[src/rtl/pc_pkg.sv]
// Shared definitions for the fetch-stage program-counter generator.
package pc_pkg;
    localparam int unsigned PC_INC = 4;
    localparam logic [31:0] DEF_RESET_VEC = 32'h0000_0000;
    localparam logic [31:0] DEF_TRAP_VEC  = 32'h0000_0100;

    typedef enum logic [2:0] {
        SEL_HOLD,
        SEL_SEQ,
        SEL_RAS,
        SEL_REDIR,
        SEL_TRAP
    } next_pc_sel_e;
endpackage

[src/rtl/pc_gen_ras.sv]
// Circular return-address stack with saturating occupancy count.
// A full push overwrites the oldest entry; push+pop together replaces the top.
module ras #(
    parameter int WIDTH     = 32,
    parameter int RAS_DEPTH = 4
) (
    input  logic             clk,
    input  logic             rst,
    input  logic             clear_i,
    input  logic             push_i,
    input  logic             pop_i,
    input  logic [WIDTH-1:0] push_addr_i,
    output logic [WIDTH-1:0] top_o,
    output logic             empty_o
);
    localparam int PW = $clog2(RAS_DEPTH);
    localparam int CW = $clog2(RAS_DEPTH + 1);

    logic [WIDTH-1:0] mem_q [RAS_DEPTH];
    logic [PW-1:0]    top_q, top_d, waddr;
    logic [CW-1:0]    cnt_q, cnt_d;
    logic             pop_ok, we;

    assign pop_ok  = pop_i && (cnt_q != '0);
    assign empty_o = (cnt_q == '0);
    assign top_o   = mem_q[top_q];

    always_comb begin
        top_d = top_q;
        cnt_d = cnt_q;
        we    = 1'b0;
        waddr = top_q;
        if (clear_i) begin
            cnt_d = '0;
        end else if (push_i && pop_ok) begin
            we = 1'b1;
        end else if (push_i) begin
            we    = 1'b1;
            waddr = top_q + PW'(1);
            top_d = top_q + PW'(1);
            if (cnt_q != CW'(RAS_DEPTH))
                cnt_d = cnt_q + CW'(1);
        end else if (pop_ok) begin
            top_d = top_q - PW'(1);
            cnt_d = cnt_q - CW'(1);
        end
    end

    always_ff @(posedge clk) begin
        if (rst) begin
            top_q <= '0;
            cnt_q <= '0;
        end else begin
            top_q <= top_d;
            cnt_q <= cnt_d;
        end
    end

    always_ff @(posedge clk) begin
        if (we && !rst)
            mem_q[waddr] <= push_addr_i;
    end
endmodule

[src/rtl/pc_gen.sv]
// Fetch program-counter generator: trap > redirect > RAS return > stall > PC+4.
module pc_gen
    import pc_pkg::*;
#(
    parameter int               WIDTH     = 32,
    parameter logic [WIDTH-1:0] RESET_VEC = WIDTH'(DEF_RESET_VEC),
    parameter logic [WIDTH-1:0] TRAP_VEC  = WIDTH'(DEF_TRAP_VEC),
    parameter int               RAS_DEPTH = 4
) (
    input  logic             clk,
    input  logic             rst,
    input  logic             fetch_ready,
    output logic             fetch_valid,
    output logic [WIDTH-1:0] pc,
    input  logic             redirect_valid,
    input  logic [WIDTH-1:0] redirect_target,
    input  logic             trap,
    input  logic             call_push,
    input  logic [WIDTH-1:0] push_addr,
    input  logic             ret_pop,
    output logic             ras_empty,
    output logic             misalign
);
    logic [WIDTH-1:0] pc_q, pc_d, ras_top;
    logic             fv_q, mis_q, mis_d;
    logic             ctl_ok, push_go, pop_go;
    next_pc_sel_e     sel;

    // Call/return hints only count when the fetch is accepted and not flushed.
    assign ctl_ok  = fetch_ready && !trap && !redirect_valid;
    assign push_go = call_push && ctl_ok;
    assign pop_go  = ret_pop && ctl_ok && !ras_empty;

    ras #(.WIDTH(WIDTH), .RAS_DEPTH(RAS_DEPTH)) u_ras (
        .clk         (clk),
        .rst         (rst),
        .clear_i     (trap),
        .push_i      (push_go),
        .pop_i       (pop_go),
        .push_addr_i (push_addr),
        .top_o       (ras_top),
        .empty_o     (ras_empty)
    );

    // The first cycle out of reset holds RESET_VEC so it is actually fetched.
    always_comb begin
        sel   = SEL_SEQ;
        mis_d = 1'b0;
        if (trap) begin
            sel = SEL_TRAP;
        end else if (redirect_valid) begin
            if (redirect_target[1]) begin
                sel   = SEL_TRAP;
                mis_d = 1'b1;
            end else begin
                sel = SEL_REDIR;
            end
        end else if (pop_go) begin
            sel = SEL_RAS;
        end else if (!fv_q || !fetch_ready) begin
            sel = SEL_HOLD;
        end
    end

    always_comb begin
        case (sel)
            SEL_TRAP:  pc_d = TRAP_VEC;
            SEL_REDIR: pc_d = {redirect_target[WIDTH-1:2], 2'b00};
            SEL_RAS:   pc_d = {ras_top[WIDTH-1:2], 2'b00};
            SEL_SEQ:   pc_d = pc_q + WIDTH'(PC_INC);
            default:   pc_d = pc_q;
        endcase
    end

    always_ff @(posedge clk) begin
        if (rst) begin
            pc_q  <= RESET_VEC;
            fv_q  <= 1'b0;
            mis_q <= 1'b0;
        end else begin
            pc_q  <= pc_d;
            fv_q  <= 1'b1;
            mis_q <= mis_d;
        end
    end

    assign pc          = pc_q;
    assign fetch_valid = fv_q;
    assign misalign    = mis_q;
endmodule

[config.mk]
export PLATFORM = sky130hd
export DESIGN_NAME = pc_gen
export DESIGN_NICKNAME = d
export VERILOG_FILES = /design/src/rtl/pc_pkg.sv /design/src/rtl/pc_gen_ras.sv /design/src/rtl/pc_gen.sv
export SDC_FILE = /design/constraint.sdc
export NUM_CORES = 1
export LEC_CHECK = 0
export CAP_MARGIN = 15
export CORE_MARGIN = 1
export CORE_UTILIZATION = 25
export CTS_CLUSTER_DIAMETER = 100
export DETAILED_ROUTE_END_ITERATION = 8
export PLACE_DENSITY_LB_ADDON = 0.25
export SLEW_MARGIN = 20
export SYNTH_ARGS = -nofsm -noshare
export SYNTH_HDL_FRONTEND = slang
export SYNTH_HIERARCHICAL = 1
export SYNTH_SLANG_ARGS = --single-unit
[constraint.sdc]
create_clock -name clk -period 5.64 [get_ports clk]
set_clock_uncertainty 0.05 [all_clocks]
set_input_delay 1.692 -clock clk [delete_from_list [all_inputs] [get_ports clk]]
set_output_delay 1.692 -clock clk [all_outputs]
set_load 0.005 [all_outputs]
==> impl_metrics.ini <==
[layout]
nFillCells = 2649
drive_above_1_share_pct = 17.0
syn_to_final_growth_pct = 28.8
finalNetCount = 635

[global_routing]
grt_pass1_vias = 4547
grt_first_pass_wirelength_um = 27600
gr-total-overflow = 0
antenna_found_initial = 1
grt_use_total_pct = 13.5
grt_max_degree = 40

[synth]
ys.warnings.count = 6
synthesis.area_mm2 = 0.00682
synthCells = 457
avgSynthCellArea_um2 = 14.9

[cts]
cts_resized = 0
clockRootBuffer = clkbuf_16
post_cts_buffers = 0
clock-sinks = 159
cts_max_level = 4
cts_buffers = 17
clk_latency_ps = 420
clk_pin_slew_ps = 60
cts_hold_buf = 0
tritoncts = done
clockBufferDepth = 2

[critical_path]
crit_type = primary input to register
start_kind = primary input
crit_required_ps = 5690
worstPathArrival_ps = 4050
end_kind = register
crit_fanout = 15

[timing]
max_slew_margin_pct = 40.3
timing.final.crit_period_ps = 4000
setup_viol = 0
worst_pin_slew_ps = 889
finalMaxSlewViolations = 0
fmax_mhz = 250
finalHoldViolations = 0
setup_tns_ps = 0
rsz0062_at_grt = no
fin_crit_sh_pct = 70.9

[place]
gp_congestion = 0.783
place_hpwl_um = 12600
port_buffers = 100

[route]
wirelength_um = 18600
drt_iter0_markers = 424
final_antenna_net_count = 0
avgRoutedWirePerCell_um = 20.3
vias = 4523
drcViolationCount = 0
firstDrtPassIters = 5
vias_per_cell = 4.93

[die]
rows = 60
dieHeight_um = 167
core_area_mm2 = 0.0269
ios = 106
initial_core_util_pct = 25.4
dieArea_mm2 = 0.0279
fp.dieW_um = 167

[flow_run]
cap_violations = 0

[status]
status = finished, final reports clean

[power]
power_leakage_uw = 0.00272
p_total_uw = 2450
irDropWorstVdd_uv = 125
pwr_density_cell_mw_per_mm2 = 279

[min_path]
hold_class = register to register
[power breakdown]
part / internal (uW) / switching (uW) / leakage [uW]
clock network: 568 / 480 / 0.000254
registers: 1260 / 12.0 / 0.00140
logic: 68.6 / 53.0 / 0.00107
total: 1900 / 545 / 0.00272
[metal layers]
| layer | track usage, % | share of wire [%] |
|---|---|---|
| met4 | 4.11 | 1.2 |
| met5 | 0 | 0 |
| met3 | 3.59 | 6.0 |
| met2 | 22.4 | 49 |
| met1 | 17.2 | 44 |
[flip-flops by register name (all words and copies together) (netlist names), named ones only]
name,count
u_ras/mem_q,120
pc,30
u_ras/cnt_q,3
u_ras/top_q,2
fetch_valid,1
misalign,1
[path summary, 6_finish.rpt]
kind,cells after the start,slack (ps),to,from
worst max register to register,5,3050,pc[30]$_SDFFE_PP0P_,register
worst min-delay path,2,480,pc[3]$_SDFFE_PP0P_,pc[3]$_SDFFE_PP0P_
worst max-delay path,7,1640,u_ras/mem_q[0][30]$_DFFE_PP_,trap
worst min register to register,2,480,pc[3]$_SDFFE_PP0P_,pc[3]$_SDFFE_PP0P_
[cells in the final DEF, fill, tap and decap left out, drive strengths merged, types with 2 or more instances in the layout]
| cell type | instances |
|---|---|
| a221oi | 2 |
| and2 | 3 |
| mux4 | 30 |
| or3 | 6 |
| o22ai | 11 |
| or4 | 2 |
| clkinvlp | 4 |
| nor3 | 11 |
| o31a | 2 |
| nand2b | 2 |
| nor2 | 19 |
| o21ai | 15 |
| inv | 9 |
| o221ai | 3 |
| conb | 2 |
| nor3b | 3 |
| clkbuf | 18 |
| a21oi | 17 |
| or2 | 4 |
| mux2i | 3 |
| nand4 | 12 |
| nand3 | 19 |
| dfxtp | 39 |
| and3 | 4 |
| a211o | 2 |
| nand2 | 21 |
| a222oi | 13 |
| xor2 | 12 |
| xnor2 | 4 |
| buf | 12 |
| clkdlybuf4s50 | 100 |
| a22oi | 15 |
| nor4 | 5 |
| edfxtp | 120 |
| clkinv | 6 |
| and3b | 2 |
| a31oi | 6 |
[stage by stage]
| step | cell area [um^2] | setup WS (ps) | hold slack, ps | instances | util [%] |
|---|---|---|---|---|---|
| CTS | 8780 | 1650 | 473 | 916 | 32.7 |
| global placement | 8240 | 1270 | 454 | 884 | 30.6 |
| global route | 8780 | 1500 | 506 | 917 | 32.7 |
| detailed placement | 8240 | 1210 | 464 | 884 | 30.6 |
| finish | 8780 | 1640 | 480 | 917 | 32.7 |
| floorplan | 6820 | 739 | 444 | 458 | - |
[critical path: stages]
cell and delay [ps]:
clkdlybuf4s50_1 650, nor3b_1 350, and3b_1 260, o31ai_4 140
or3_2 470, a21oi_4 180, buf_4 300
[cell type report]
type | instances | area (um^2) | share of cell area (%)
multi-input cells | 267 | 2310 | 26.4
clock inverters | 14 | 110 | 1.25
inverters | 5 | 18.8 | 0.214
diodes | 1 | 2.50 | 0.0285
clock buffers | 18 | 429 | 4.89
well taps | 341 | 427 | 4.86
repair buffers | 112 | 1090 | 12.4
flip-flops and latches | 159 | 4390 | 50.0
(Power assumes the default switching activity.)
